[config.mk]
export PLATFORM = sky130hd
export DESIGN_NAME = pll_reset_sequencer_flat
export DESIGN_NICKNAME = d
export VERILOG_FILES = /design/src/rtl/pll_reset_sequencer_if.sv /design/src/rtl/pll_reset_sequencer.sv /design/src/flat_wrapper.sv
export SDC_FILE = /design/constraint.sdc
export NUM_CORES = 1
export LEC_CHECK = 0
export ABC_AREA = 1
export CORE_UTILIZATION = 30
export DETAILED_ROUTE_END_ITERATION = 8
export SLEW_MARGIN = 20
export SYNTH_ARGS = -nofsm -noshare
export SYNTH_HDL_FRONTEND = slang
export SYNTH_SLANG_ARGS = --single-unit
[constraint.sdc]
create_clock -name clk -period 2.5 [get_ports clk]
set_clock_uncertainty 0.15 [all_clocks]
set_input_delay 0.625 -clock clk [delete_from_list [all_inputs] [get_ports clk]]
set_output_delay 0.625 -clock clk [all_outputs]
set_load 0.01 [all_outputs]
[src/rtl/pll_reset_sequencer_if.sv]
// PLL reset sequencer bus interface.
// Groups the PLL-facing and fabric-facing signals of pll_reset_sequencer.
//   lock     : PLL LOCK, asynchronous to the reference clock
//   pll_rst  : PLL RESET, active-high
//   rst_out  : fabric reset, active-high
//   ready    : high while the sequencer is in RUN
//   retries  : saturating count of lock-timeout retries
//   state_o  : current state (0 PLL_RST, 1 WAIT_LOCK, 2 HOLD, 3 RUN)
// Optional (macro PLL_LOSS_COUNTER_EN):
//   loss_cnt : saturating count of lock losses while in RUN
//   loss_clr : synchronous clear of loss_cnt
// master = sequencer side, slave = PLL / fabric side.
interface pll_reset_sequencer_if;
  logic       lock;
  logic       pll_rst;
  logic       rst_out;
  logic       ready;
  logic [3:0] retries;
  logic [1:0] state_o;
`ifdef PLL_LOSS_COUNTER_EN
  logic [7:0] loss_cnt;
  logic       loss_clr;

  modport master (
    input  lock, loss_clr,
    output pll_rst, rst_out, ready, retries, state_o, loss_cnt
  );
  modport slave (
    output lock, loss_clr,
    input  pll_rst, rst_out, ready, retries, state_o, loss_cnt
  );
`else
  modport master (
    input  lock,
    output pll_rst, rst_out, ready, retries, state_o
  );
  modport slave (
    output lock,
    input  pll_rst, rst_out, ready, retries, state_o
  );
`endif
endinterface

[src/rtl/pll_reset_sequencer.sv]
// PLL reset sequencer.
// Runs on the free-running reference clock. Pulses the PLL reset, qualifies
// the (synchronised) lock signal, holds the fabric reset for a while after
// qualification and then releases it. Re-sequences the PLL on lock timeout
// (counted in retries) or on loss of lock in HOLD/RUN (not counted).
// Ports:
//   clk   : reference clock
//   reset : asynchronous active-high whole-block reset
//   pll   : pll_reset_sequencer_if.master (lock in; pll_rst, rst_out, ready,
//           retries, state_o out; loss_cnt/loss_clr when enabled)
// Optional feature macro: PLL_LOSS_COUNTER_EN (lock-loss counter in RUN).
module pll_reset_sequencer #(
  parameter int unsigned PLL_RST_CYCLES = 16,
  parameter int unsigned LOCK_STABLE    = 1024,
  parameter int unsigned LOCK_TIMEOUT   = 65536,
  parameter int unsigned HOLD_CYCLES    = 256,
  parameter int unsigned CNT_W          = 17
) (
  input  logic                  clk,
  input  logic                  reset,
  pll_reset_sequencer_if.master pll
);

  typedef enum logic [1:0] {
    PLL_RST   = 2'd0,
    WAIT_LOCK = 2'd1,
    HOLD      = 2'd2,
    RUN       = 2'd3
  } state_t;

  localparam logic [CNT_W-1:0] RST_LOAD     = CNT_W'(PLL_RST_CYCLES - 1);
  localparam logic [CNT_W-1:0] TIMEOUT_LOAD = CNT_W'(LOCK_TIMEOUT - 1);
  localparam logic [CNT_W-1:0] HOLD_LOAD    = CNT_W'(HOLD_CYCLES - 1);
  localparam logic [CNT_W-1:0] STABLE_LAST  = CNT_W'(LOCK_STABLE - 1);
  localparam logic [CNT_W-1:0] ONE          = CNT_W'(1);

  state_t           r_state;
  state_t           w_next_state;
  logic [CNT_W-1:0] r_cnt;
  logic [CNT_W-1:0] w_next_cnt;
  logic [CNT_W-1:0] r_stable;
  logic [CNT_W-1:0] w_next_stable;
  logic [3:0]       r_retries;
  logic [3:0]       w_next_retries;
  logic             r_lock_meta;
  logic             r_lock_s;
  logic             r_pll_rst;
  logic             r_rst_out;
  logic             r_ready;

  always_ff @(posedge clk or posedge reset) begin
    if (reset) begin
      r_lock_meta <= 1'b0;
      r_lock_s    <= 1'b0;
      r_state     <= PLL_RST;
      r_cnt       <= RST_LOAD;
      r_stable    <= '0;
      r_retries   <= '0;
      r_pll_rst   <= 1'b1;
      r_rst_out   <= 1'b1;
      r_ready     <= 1'b0;
    end else begin
      r_lock_meta <= pll.lock;
      r_lock_s    <= r_lock_meta;
      r_state     <= w_next_state;
      r_cnt       <= w_next_cnt;
      r_stable    <= w_next_stable;
      r_retries   <= w_next_retries;
      // Outputs are decoded from the next state so they change on the same
      // edge as the state register while still coming straight from flops.
      r_pll_rst   <= (w_next_state == PLL_RST);
      r_rst_out   <= (w_next_state != RUN);
      r_ready     <= (w_next_state == RUN);
    end
  end

  always_comb begin
    w_next_state   = r_state;
    w_next_cnt     = r_cnt;
    w_next_stable  = r_stable;
    w_next_retries = r_retries;
    case (r_state)
      PLL_RST: begin
        if (r_cnt == '0) begin
          w_next_state  = WAIT_LOCK;
          w_next_cnt    = TIMEOUT_LOAD;
          w_next_stable = '0;
        end else begin
          w_next_cnt = r_cnt - ONE;
        end
      end
      WAIT_LOCK: begin
        // Qualification is tested before the timeout so it wins a tie.
        if (r_lock_s && (r_stable == STABLE_LAST)) begin
          w_next_state = HOLD;
          w_next_cnt   = HOLD_LOAD;
        end else if (r_cnt == '0) begin
          w_next_state = PLL_RST;
          w_next_cnt   = RST_LOAD;
          if (r_retries != 4'hF) begin
            w_next_retries = r_retries + 4'd1;
          end
        end else begin
          w_next_cnt    = r_cnt - ONE;
          w_next_stable = r_lock_s ? (r_stable + ONE) : '0;
        end
      end
      HOLD: begin
        if (!r_lock_s) begin
          w_next_state = PLL_RST;
          w_next_cnt   = RST_LOAD;
        end else if (r_cnt == '0) begin
          w_next_state = RUN;
        end else begin
          w_next_cnt = r_cnt - ONE;
        end
      end
      RUN: begin
        if (!r_lock_s) begin
          w_next_state = PLL_RST;
          w_next_cnt   = RST_LOAD;
        end
      end
      default: begin
        w_next_state = PLL_RST;
        w_next_cnt   = RST_LOAD;
      end
    endcase
  end

  assign pll.pll_rst = r_pll_rst;
  assign pll.rst_out = r_rst_out;
  assign pll.ready   = r_ready;
  assign pll.retries = r_retries;
  assign pll.state_o = r_state;

`ifdef PLL_LOSS_COUNTER_EN
  logic [7:0] r_loss_cnt;
  logic       w_loss_evt;

  assign w_loss_evt = (r_state == RUN) && (w_next_state == PLL_RST);

  always_ff @(posedge clk or posedge reset) begin
    if (reset) begin
      r_loss_cnt <= '0;
    end else if (pll.loss_clr) begin
      r_loss_cnt <= '0;
    end else if (w_loss_evt && (r_loss_cnt != 8'hFF)) begin
      r_loss_cnt <= r_loss_cnt + 8'd1;
    end
  end

  assign pll.loss_cnt = r_loss_cnt;
`endif

endmodule

[src/flat_wrapper.sv]
// flat-port wrapper written by rule: the top's interface ports become plain ports
module pll_reset_sequencer_flat 
#(
  parameter int unsigned PLL_RST_CYCLES = 16,
  parameter int unsigned LOCK_STABLE    = 1024,
  parameter int unsigned LOCK_TIMEOUT   = 65536,
  parameter int unsigned HOLD_CYCLES    = 256,
  parameter int unsigned CNT_W          = 17
)
  (clk, reset, pll_lock, pll_pll_rst, pll_rst_out, pll_ready, pll_retries, pll_state_o);
  pll_reset_sequencer_if pll_i ();
  input  logic clk;
  input  logic reset;
  input wire logic [$bits(pll_i.lock)-1:0] pll_lock;
  output wire logic [$bits(pll_i.pll_rst)-1:0] pll_pll_rst;
  output wire logic [$bits(pll_i.rst_out)-1:0] pll_rst_out;
  output wire logic [$bits(pll_i.ready)-1:0] pll_ready;
  output wire logic [$bits(pll_i.retries)-1:0] pll_retries;
  output wire logic [$bits(pll_i.state_o)-1:0] pll_state_o;
  assign pll_i.lock = pll_lock;
  assign pll_pll_rst = pll_i.pll_rst;
  assign pll_rst_out = pll_i.rst_out;
  assign pll_ready = pll_i.ready;
  assign pll_retries = pll_i.retries;
  assign pll_state_o = pll_i.state_o;
  pll_reset_sequencer #(.PLL_RST_CYCLES(PLL_RST_CYCLES), .LOCK_STABLE(LOCK_STABLE), .LOCK_TIMEOUT(LOCK_TIMEOUT), .HOLD_CYCLES(HOLD_CYCLES), .CNT_W(CNT_W)) u_core (.clk(clk), .reset(reset), .pll(pll_i));
endmodule
==> key figures <==
Drt
  – Total number of vias: around 2700
  – Vias per cell: 4.57
  – Final ANT Viol Nets: 0
  – Wire per inst: about 12 um
  – DRC viols: 0
  – DR iter-0 viols: roughly 170
  – DR pass1 iterations: 6
  – Final WL: 6880 um

Timing
  – Final hold vios: 0
  – Setup TNS: 0 ns
  – Final min period: 2.14 ns
  – Final setup fails: 0
  – Slew of the pin with the lowest slew margin: about 0.44 ns
  – Max_slew headroom: 0.709
  – Max Clk Rate: between 0.4 and 0.5 GHz
  – Period Utilization, post-route: 0.855
  – Max Slew Vio Count: 0
  – RSZ-0062 raised after global routing: false

Clock network
  – H-tree Lvls: 2
  – Clk slew on worst S/H paths: about 0.1 ns
  – Root buf cell: clkbuf_8
  – Sink Count: 45
  – Num CTS Buffers: 5
  – Post-CTS sizing: 0
  – Clock buffer depth: 2
  – Later-pin clock latency in the skew report: a little over 0.3 ns
  – CTS Hold Bufs: 0
  – Postcts setup bufs: 0
  – CTS tree: done

Worst setup path
  – WP buf/inv: 1
  – Slowest stage cell, crit path: dfstp_2
  – CP max stage delay: 0.53 ns
  – Crit path launch: u_core.pll.pll_rst
  – CP Class: reg -> out
  – R2R Path Start: u_core.r_cnt[0]
  – Crit path max-delay family: flip-flops
  – Startpoint Class: flip-flop
  – CP required: 1.73 ns
  – CP Max Fanout: 1
  – Crit path cell chain: clkdlybuf4s50_1
  – Worst Path Arrival: between 1 and 1.5 ns
  – Crit. End Element: output pin

Final layout
  – Layout cells sized above 1: 0.131
  – Multi-input logic area: 1690 um^2
  – Design area: about 3400 um^2
  – Synthesis-to-finish area growth: 10.2%
  – Ant diodes: 0
  – Fillers: about 1100
  – Sequential cell area: 1130 um^2
  – Post-route insts no fill: around 590
  – Layout net count: ~460

GRT
  – Remaining global-route overflow: 0
  – Largest net degree at the start of global routing: 27
  – Initial antenna violation count: 0
  – GRT Overall Usage: 0.137
  – First-pass GRT wire length: approximately 12000 um
  – Vias in the first global route: approximately 2600

Floorplanning
  – Die X: 104 um
  – Starting density of the core: 0.315
  – Row Count: 36
  – Die Footprint: approximately 11000 um^2
  – Die H: between 100 and 150 um
  – Core Area: approximately 9900 um^2
  – # IOs: 12

Placement
  – Post-DP HPWL: ~5000 um
  – Gpl congestion: about 0.87
  – Dpl cells: 583
  – PortBufs: 11
  – Post-DP Area: 3340 um^2

Synth
  – Post-synthesis instance total: around 440
  – Mux share of post-synthesis cell area: 0
  – Complex-gate fraction of the synthesized area: 0.0698
  – Synth Area in XOR/XNOR: 0.0337
  – Ys Warns: 0
  – Flops & latches, synth: between 40 and 50
  – Area leader, netlist: dfrtp_1
  – Synth top area cells: dfrtp_1 (31%), nand2_1 (17%), nand3_1 (6.9%)
  – Mean Syn Cell Area: ~7 um^2
  – Register area share after synthesis: 0.364
  – Yosys cell types: 36
  – Mapped Area: between 3000 and 4000 um^2
  – Fraction of the mapped netlist area in adder cells: 0.0161
  – Syn Nets: between 400 and 500
  – Largest family of logic cells by synthesized area: simple AND/OR/NAND/NOR gates
  – Simple-Gate Fraction of Synth Area: 0.422
  – Synth top area share: 0.313

Power and ir drop
  – Peak supply drop: 0.000196 V
  – Power, Total: 1.27 mW
  – Static leakage: around 1.6 nW
  – Power Density: 370 nW/um^2

Min path
  – Worst hold path startpoint: u_core.r_lock_meta
  – Type of the worst min-delay path: reg -> reg

Status
  – Outcome: finished, final reports clean

Flow run
  – Max cap viols: 0
## final timing paths
path,endpoint,slack [ns],depth (start not counted)
min in group asynchronous,u_core.r_stable[3],0.48,2
setup reg to reg,u_core.r_cnt[3],0.37,12
hold / removal,u_core.r_lock_s,0.21,0
hold reg to reg,u_core.r_lock_s,0.21,0
setup / recovery,pll_pll_rst,0.36,1
max in group asynchronous,u_core.r_cnt[3],1.14,3
## registers in the layout (all words and copies together), names as in the netlist
signal,count
u_core.pll.pll_rst,1
u_core.pll.ready,1
u_core.pll.retries,4
u_core.pll.rst_out,1
u_core.pll.state_o,2
u_core.r_cnt,17
u_core.r_lock_meta,1
u_core.r_lock_s,1
u_core.r_stable,17
## cell type report
cell class | instances | share of cell area
Clock inverter | 3 | 0.00728
Tap cell | 133 | 0.0484
Inverter | 52 | 0.0583
Sequential cell | 45 | 0.330
Clock buffer | 5 | 0.0200
Timing Repair Buffer | 15 | 0.0444
Multi-Input combinational cell | 338 | 0.492
## kinds of logic after synthesis
group                      after synthesis
xor gates and xnor gates                12
buffers and inverters                   61
and+or+nand+nor                        285
AOI/OAI and AO/OA                       37
adders and majority gates                4
DFF                                     45
## report_power, final
part	switching (mW)	internal, mW
sequential	0.00514	0.733
combinational	0.0316	0.0140
clock	0.283	0.204
total	0.319	0.952
## synth_stat cells, drive strengths merged
| library cell | n |
|---|---|
| nand2 | 159 |
| and2 | 1 |
| dfrtp | 39 |
| o21ai | 30 |
| clkinv | 1 |
| nor3b | 1 |
| o21bai | 1 |
| ha | 4 |
| dfstp | 6 |
| nor3 | 3 |
| or2 | 1 |
| buf | 8 |
| nor2 | 63 |
| inv | 51 |
| xnor2 | 3 |
| a21oi | 3 |
| clkbuf | 1 |
| nand3b | 1 |
| nand4 | 11 |
| o211ai | 2 |
| o21a | 1 |
| nand3 | 45 |
| xor2 | 9 |
## layer usage
layer | share of wire | global-route usage | vias up
met5 | 0 | 0 | -
met1 | 0.52 | 0.187 | 1235
met2 | 0.44 | 0.225 | 39
li1 | - | - | 1419
met4 | 0.016 | 0.0469 | 0
met3 | 0.026 | 0.0144 | 8
## stage by stage
stage | util | worst slack (ns) | hold slack, ns
after floorplan | - | 0.669 | 0.181
after global placement | 0.337 | 0.473 | 0.191
after detailed placement | 0.337 | 0.379 | 0.187
after global routing | 0.347 | 0.181 | 0.228
after CTS | 0.347 | 0.336 | 0.211
final | 0.347 | 0.364 | 0.206
## cell usage in the layout, fill, tap and decap left out, drive strengths merged
cell type        n
clkdlybuf4s50   11
o21a             1
nor3b            1
nor3             3
and2             1
nand3           45
o21ai           30
clkinv           1
nand3b           1
a21oi            3
o21bai           1
dfrtp           39
nor2            63
dfstp            6
xor2             9
or2              1
buf              4
nand2          159
ha               4
clkbuf           5
inv             53
nand4           11
o211ai           2
xnor2            3
clkinvlp         1
No activity file was read; power rests on OpenSTA's default activity.
